$ cat src/rtl/tlv5618_pkg.sv
// Shared definitions for the TLV5618 serial DAC driver.
// Holds the controller state encoding, frame/timing constants and the
// half-period helper used when a frame is started.
package tlv5618_pkg;

  localparam int DAC_WORD_W   = 16;
  localparam int DAC_MIN_HALF = 2;
  localparam int HALF_W       = 9;   // fits div_parm (255) + MIN_HALF = 257
  localparam int BIT_CNT_W    = 5;   // counts the 32 sclk half-periods of a frame

  typedef enum logic [2:0] {
    ST_IDLE,
    ST_SETUP,
    ST_SHIFT,
    ST_HOLD,
    ST_DONE
  } state_e;

  // SCLK half-period in clk cycles for a given rate setting.
  function automatic logic [HALF_W-1:0] half_period(input logic [7:0] div);
    return HALF_W'(div) + HALF_W'(DAC_MIN_HALF);
  endfunction

endpackage

$ cat src/rtl/tlv5618_sclk_gen.sv
// Half-period timer for the TLV5618 driver.
// A down-counter loaded with the half-period H; while enabled it emits a
// one-cycle tick every H cycles and reloads itself from the captured H.
// Ports:
//   clk, rst  - clock, synchronous active-high reset
//   load      - capture period and restart the count (frame start)
//   period    - half-period H in clk cycles (>= 1)
//   en        - count enable
//   tick      - high in the last cycle of each half-period
module tlv5618_sclk_gen
  import tlv5618_pkg::*;
(
  input  logic              clk,
  input  logic              rst,
  input  logic              load,
  input  logic [HALF_W-1:0] period,
  input  logic              en,
  output logic              tick
);

  logic [HALF_W-1:0] period_q, period_d;
  logic [HALF_W-1:0] cnt_q, cnt_d;

  always_comb begin
    period_d = period_q;
    cnt_d    = cnt_q;
    if (load) begin
      period_d = period;
      cnt_d    = period - HALF_W'(1);
    end else if (en) begin
      if (cnt_q == '0) cnt_d = period_q - HALF_W'(1);
      else             cnt_d = cnt_q - HALF_W'(1);
    end
  end

  assign tick = en && !load && (cnt_q == '0);

  always_ff @(posedge clk) begin
    if (rst) begin
      period_q <= '0;
      cnt_q    <= '0;
    end else begin
      period_q <= period_d;
      cnt_q    <= cnt_d;
    end
  end

endmodule

$ cat src/rtl/tlv5618_driver.sv
// 3-wire serial front-end for the TLV5618 dual 12-bit DAC.
// Captures a command word on en_conv and shifts it out MSB-first on din,
// framed by cs_n, with sclk idling high; pulses conv_done when finished.
// Ports:
//   clk, rst   - clock, synchronous active-high reset
//   div_parm   - SCLK half-period = div_parm + MIN_HALF clk cycles
//   dac_data   - frame to send, MSB first
//   en_conv    - one-cycle start strobe, ignored unless idle
//   conv_done  - one-cycle completion pulse (cs_n already high)
//   dac_state  - 1 while a frame is in progress
//   cs_n, sclk, din - DAC serial pins (all registered)
//
// state    | meaning
// ---------+-------------------------------------------------
// ST_IDLE  | waiting for en_conv; pins idle
// ST_SETUP | cs_n low, sclk high, MSB on din for one half-period
// ST_SHIFT | 32 half-periods of sclk, falling edge first
// ST_HOLD  | sclk high, bit 0 held on din for one half-period
// ST_DONE  | cs_n high, conv_done pulse; back to idle
module tlv5618_driver
  import tlv5618_pkg::*;
#(
  parameter int WORD_W   = DAC_WORD_W,
  parameter int MIN_HALF = DAC_MIN_HALF
) (
  input  logic              clk,
  input  logic              rst,
  input  logic [7:0]        div_parm,
  input  logic [WORD_W-1:0] dac_data,
  input  logic              en_conv,
  output logic              conv_done,
  output logic              dac_state,
  output logic              cs_n,
  output logic              sclk,
  output logic              din
);

  localparam logic [BIT_CNT_W-1:0] LAST_HALF = BIT_CNT_W'(2 * WORD_W - 1);
  // The last low half-period (bit 0): the rising edge after it must not shift.
  localparam logic [BIT_CNT_W-1:0] LAST_LOW  = BIT_CNT_W'(2 * WORD_W - 2);

  state_e                state_q, state_d;
  logic [WORD_W-1:0]     shreg_q, shreg_d;
  logic [BIT_CNT_W-1:0]  half_cnt_q, half_cnt_d;
  logic                  cs_n_q, cs_n_d;
  logic                  sclk_q, sclk_d;
  logic                  din_q, din_d;
  logic                  done_q, done_d;
  logic                  busy_q, busy_d;

  logic                  tmr_load;
  logic                  tmr_en;
  logic                  tick;
  logic [HALF_W-1:0]     start_half;

  // MIN_HALF is folded into the package helper; the parameter is kept for the
  // interface and must match DAC_MIN_HALF.
  assign start_half = half_period(div_parm);

  tlv5618_sclk_gen u_sclk_gen (
    .clk    (clk),
    .rst    (rst),
    .load   (tmr_load),
    .period (start_half),
    .en     (tmr_en),
    .tick   (tick)
  );

  always_comb begin
    state_d    = state_q;
    shreg_d    = shreg_q;
    half_cnt_d = half_cnt_q;
    cs_n_d     = cs_n_q;
    sclk_d     = sclk_q;
    din_d      = din_q;
    done_d     = 1'b0;
    busy_d     = busy_q;
    tmr_load   = 1'b0;
    tmr_en     = 1'b0;

    case (state_q)
      ST_IDLE: begin
        cs_n_d = 1'b1;
        sclk_d = 1'b1;
        din_d  = 1'b0;
        busy_d = 1'b0;
        if (en_conv) begin
          tmr_load   = 1'b1;
          shreg_d    = dac_data;
          din_d      = dac_data[WORD_W-1];
          cs_n_d     = 1'b0;
          busy_d     = 1'b1;
          half_cnt_d = '0;
          state_d    = ST_SETUP;
        end
      end

      ST_SETUP: begin
        tmr_en = 1'b1;
        if (tick) begin
          sclk_d  = 1'b0;
          state_d = ST_SHIFT;
        end
      end

      ST_SHIFT: begin
        tmr_en = 1'b1;
        if (tick) begin
          half_cnt_d = half_cnt_q + BIT_CNT_W'(1);
          if (half_cnt_q == LAST_HALF) begin
            state_d = ST_HOLD;
          end else if (sclk_q) begin
            sclk_d = 1'b0;
          end else begin
            sclk_d = 1'b1;
            if (half_cnt_q != LAST_LOW) begin
              shreg_d = shreg_q << 1;
              din_d   = shreg_q[WORD_W-2];
            end
          end
        end
      end

      ST_HOLD: begin
        tmr_en = 1'b1;
        if (tick) begin
          cs_n_d  = 1'b1;
          din_d   = 1'b0;
          done_d  = 1'b1;
          busy_d  = 1'b0;
          state_d = ST_DONE;
        end
      end

      ST_DONE: begin
        state_d = ST_IDLE;
      end

      default: begin
        cs_n_d  = 1'b1;
        sclk_d  = 1'b1;
        din_d   = 1'b0;
        busy_d  = 1'b0;
        state_d = ST_IDLE;
      end
    endcase
  end

  always_ff @(posedge clk) begin
    if (rst) begin
      state_q    <= ST_IDLE;
      shreg_q    <= '0;
      half_cnt_q <= '0;
      cs_n_q     <= 1'b1;
      sclk_q     <= 1'b1;
      din_q      <= 1'b0;
      done_q     <= 1'b0;
      busy_q     <= 1'b0;
    end else begin
      state_q    <= state_d;
      shreg_q    <= shreg_d;
      half_cnt_q <= half_cnt_d;
      cs_n_q     <= cs_n_d;
      sclk_q     <= sclk_d;
      din_q      <= din_d;
      done_q     <= done_d;
      busy_q     <= busy_d;
    end
  end

  assign conv_done = done_q;
  assign dac_state = busy_q;
  assign cs_n      = cs_n_q;
  assign sclk      = sclk_q;
  assign din       = din_q;

endmodule

$ cat config.mk
export PLATFORM = sky130hd
export DESIGN_NAME = tlv5618_driver
export DESIGN_NICKNAME = d
export VERILOG_FILES = /design/src/rtl/tlv5618_pkg.sv /design/src/rtl/tlv5618_sclk_gen.sv /design/src/rtl/tlv5618_driver.sv
export SDC_FILE = /design/constraint.sdc
export NUM_CORES = 1
export LEC_CHECK = 0
export BUFFER_PORTS_ARGS = -buffer_cell sky130_fd_sc_hd__buf_2
export CORE_ASPECT_RATIO = 0.8
export CORE_UTILIZATION = 58
export DETAILED_ROUTE_END_ITERATION = 16
export GPL_ROUTABILITY_DRIVEN = 0
export PLACE_DENSITY = 0.8
export SLEW_MARGIN = 20
export SYNTH_ARGS = -nofsm -noshare
export SYNTH_HDL_FRONTEND = slang
export SYNTH_SLANG_ARGS = --single-unit
$ cat constraint.sdc
create_clock -name clk -period 2.75 [get_ports clk]
set_input_delay 0.1375 -clock clk [delete_from_list [all_inputs] [get_ports clk]]
set_output_delay 0.1375 -clock clk [all_outputs]
set_load 0.01 [all_outputs]
==> results.yml <==
outcome:
  run_status: "finished, final reports clean"
final_layout:
  share_of_cells_above_drive_strength_1_pct: 19.1
  final_nets: 377
  area_growth_pct: 12.1
  post_layout_instance_area_um2: 2850
  fin_util_pct: 67.9
  antennaDiodeCount: 0
  final_non_filler_cell_total: 402
sta:
  timing.final.crit_share_pct: 91.5
  grt_setup_unrepaired: "false"
  relSlewSlack_pct: 49.0
  final-hold-violation-count: 0
  skew_ns: 0.00795
  timing.hold.ws_ns: 0.0819
  final_sum_of_negative_setup_slack_ns: 0
  worst_pin_slew_ns: 0.762
  max_freq_mhz: 398
  finalSetupViolations: 0
  final_critical_path_setup_slack_ns: 0.234
  final.min_clock_period_ns: 2.52
  maxSlewViolCount: 0
worst_setup_path:
  number_of_buffers_and_inverters_on_the_critical_path: 1
  crit_chain: "or4b_4 -> nand2_1 -> o311a_1 -> ha_1 -> inv_1 -> nor3_1 -> xnor2_1 -> a211oi_1"
  critical_path.max_stage_delay_ns: 0.68
  reg2reg_setup_slack_ns: 0.23
  cp-start-kind: "flop"
  critical_path_s_top_delay_family: "simple AND/OR/NAND/NOR gates"
  worst_setup_path_end_kind: "flop"
  slowest_stage: "sky130_fd_sc_hd__or4b_4"
  crit-reg2reg-launch: "state_q[0]"
  regToRegEndpoint: "u_sclk_gen.cnt_q[4]"
  worst-setup-path-type: "flop to flop"
  timing.reg2reg.worst_path_depth: 8
  worst-path-max-fanout: 16
  worstPathArrival_ns: 2.74
  cp_data_required_time_ns: 2.97
clocking:
  clock_sink_count: 46
  worst_setup_hold_path_clk_slew_ns: 0.09
  numCtsBuffers: 5
  clock_latency_ns: 0.31
  cts.hold.buffers_added: 0
  cts_tree: "built"
  cts_setup_buffers: 0
  cts.path.max_buffers: 2
  cts_root_buffer: "sky130_fd_sc_hd__clkbuf_8"
  cts.repair.resized: 0
  h-tree-depth: 2
floorplan:
  floorplan.core_area_um2: 4200
  placement_rows: 21
  die_area_um2: 4660
  floorplan.initialDensity_pct: 60.6
  dieWidth_um: 76.1
  die-height_um: 61.3
  top_level_ports: 32
logic_synthesis:
  synth_cells: 320
  netlist.top_cell.by_area: "sky130_fd_sc_hd__dfxtp_1"
  synth_top_area_share_pct: 36.2
  ys_top_cells_by_count: "sky130_fd_sc_hd__nor2_1, sky130_fd_sc_hd__dfxtp_1, sky130_fd_sc_hd__nand2_1"
  synth.yosys.seq_area_share_pct: 36.2
  synth.top_cells.by_area: "sky130_fd_sc_hd__dfxtp_1, sky130_fd_sc_hd__nor2_1, sky130_fd_sc_hd__a311oi_1"
  synth-edff-count: 0
  ys_ff_latch: 46
  netlist_area_um2: 2550
  library_cells_used_by_synthesis: 55
  post_synth.cell_area_avg_um2: 7.96
  post-synth-top-count-cell: "sky130_fd_sc_hd__nor2_1"
  postSynth.asyncResetShare_pct: 0
  syn_nets: 352
  synth_warnings: 0
  dominantRegCellSynth: "sky130_fd_sc_hd__dfxtp_1"
min_path:
  holdCritStartpoint: "dac_data[0]"
  hold_path.class: "primary input to flop"
  hold-path-cell-count: 3
  hold_path_end: "shreg_q[0]"
routing:
  wl_per_cell_um: 14.6
  postRouteAntennaNets: 0
  routed_wl_mm: 5.88
  avgViaCountPerCell: 5.92
  detail_route.first_pass.iterations: 5
  detailroute.via_count: 2379
  initialDrtViolationCount: 222
  post-route-drc-count: 0
place:
  place_worst_setup_slack_ns: 0.297
  dp_cells: 395
  portBuffers: 31
  dp.final_hpwl_mm: 4.15
  post_dp_cell_area_um2: 2740
power:
  power.switching_uw: 876
  pwr-share-clk_pct: 22.4
  overall_power_of_the_completed_layout_mw: 2.31
  cellLeakagePower_nw: 1.17
  power_switching_share_pct: 37.9
  p_comb_share_pct: 39.0
  intPower_mw: 1.43
  power.sequential.fraction_pct: 38.5
  pwr_density_cell_nw_per_um2: 809
  vdd_ir_drop_max_uv: 385
global_routing:
  grt_pass1_vias: 1943
  antenna_violations_before_repair: 0
  grt_first_pass_wirelength_mm: 9.43
  maximum_number_of_pins_on_one_net_before_global_route_repair: 33
  grt_ovf: 0
  globalRouteTotalUtil_pct: 26.2
flow_run:
  maxCapViolations: 0
==> worst reg2reg max path, delay by kind of cell (launching register included) <==
family                     cells  cell delay [ns]
AOI/OAI and AO/OA              2             0.47
xor gates and xnor gates       1             0.10
adders and majority gates      1             0.22
buffers and inverters          1             0.10
DFF                            1             0.46
and+or+nand+nor                3             1.08
==> worst max path at each step <==
stage                          start                  end  cells after the start
after global placement    state_q[0]  u_sclk_gen.cnt_q[7]                      6
after CTS                 state_q[0]  u_sclk_gen.cnt_q[4]                      8
after floorplan           state_q[1]  u_sclk_gen.cnt_q[4]                     10
final                     state_q[0]  u_sclk_gen.cnt_q[4]                      8
after global routing      state_q[0]  u_sclk_gen.cnt_q[4]                      8
after detailed placement  state_q[0]  u_sclk_gen.cnt_q[4]                      8
==> routing by layer <==
layer	wire length [µm]	vias up	part of all wire (%)	track usage, %
li1	-	1216	-	-
met1	3040	1041	52	41.0
met2	2260	108	38	33.9
met3	462	14	7.9	4.30
met4	112	0	1.9	13.2
met5	0	-	0	0
==> cell families (layout without fill, tap and decap cells) <==
group / count (synthesis) / count (layout) / share of synthesized area, %
adder cells (fa/ha/maj): 5 / 5 / 2.46
AND/OR/NAND/NOR: 157 / 157 / 32.0
XOR/XNOR: 7 / 7 / 2.41
buffers and inverters: 28 / 53 / 4.91
AO/OA/AOI/OAI: 73 / 73 / 20.3
flip-flops: 46 / 46 / 36.2
multiplexers: 4 / 4 / 1.72
==> power by group through the flow <==
stage          clock, mW  sequential (mW)  combinational (mW)
6_report           0.518            0.890               0.902
3_5_place_dp           0            0.899               0.883
5_1_grt            0.558            0.905               0.991
2_1_floorplan          0            0.862               0.697
3_3_place_gp           0            0.894               0.877
4_1_cts            0.529            0.884               0.887
==> layout by cell type (no fill, tap or decap), types with 3 or more instances in the layout <==
cell type                  Yosys  final
sky130_fd_sc_hd__a211o_1       4      4
sky130_fd_sc_hd__or2_2         3      3
sky130_fd_sc_hd__nor2_1       48     48
sky130_fd_sc_hd__and3_1        3      3
sky130_fd_sc_hd__nand2b_1      3      3
sky130_fd_sc_hd__inv_1         5      5
sky130_fd_sc_hd__nand4_1      11     11
sky130_fd_sc_hd__clkbuf_8      0      6
sky130_fd_sc_hd__nand3_1      19     19
sky130_fd_sc_hd__a21oi_1      22     22
sky130_fd_sc_hd__a311oi_1     16     16
sky130_fd_sc_hd__nand2_1      33     33
sky130_fd_sc_hd__nor3_1       15     15
sky130_fd_sc_hd__and4_1        3      3
sky130_fd_sc_hd__xnor2_1       5      5
sky130_fd_sc_hd__mux2i_1       3      3
sky130_fd_sc_hd__dfxtp_1      46     46
sky130_fd_sc_hd__a211oi_1      4      4
sky130_fd_sc_hd__buf_2         4     31
sky130_fd_sc_hd__o21ai_0       8      8
sky130_fd_sc_hd__buf_4         0     10
sky130_fd_sc_hd__ha_1          5      5
==> area by class of cell <==
type / instances / area, µm²
Tap cell: 57 / 71.3
Multi-Input combinational cell: 246 / 1500
Timing Repair Buffer: 41 / 230
Sequential cell: 46 / 921
Clock inverter: 1 / 30.0
Inverter: 5 / 18.8
Clock buffer: 6 / 82.6
Fill cell: 358 / 1350
==> state kept, by name (all words and copies together), names as in the netlist <==
| register | count |
|---|---|
| shreg_q | 15 |
| u_sclk_gen.period_q | 9 |
| sclk | 1 |
| state_q | 3 |
| half_cnt_q | 5 |
| u_sclk_gen.cnt_q | 9 |
| conv_done | 1 |
| dac_state | 1 |
| cs_n | 1 |
| din | 1 |
(Power assumes the default switching activity.)
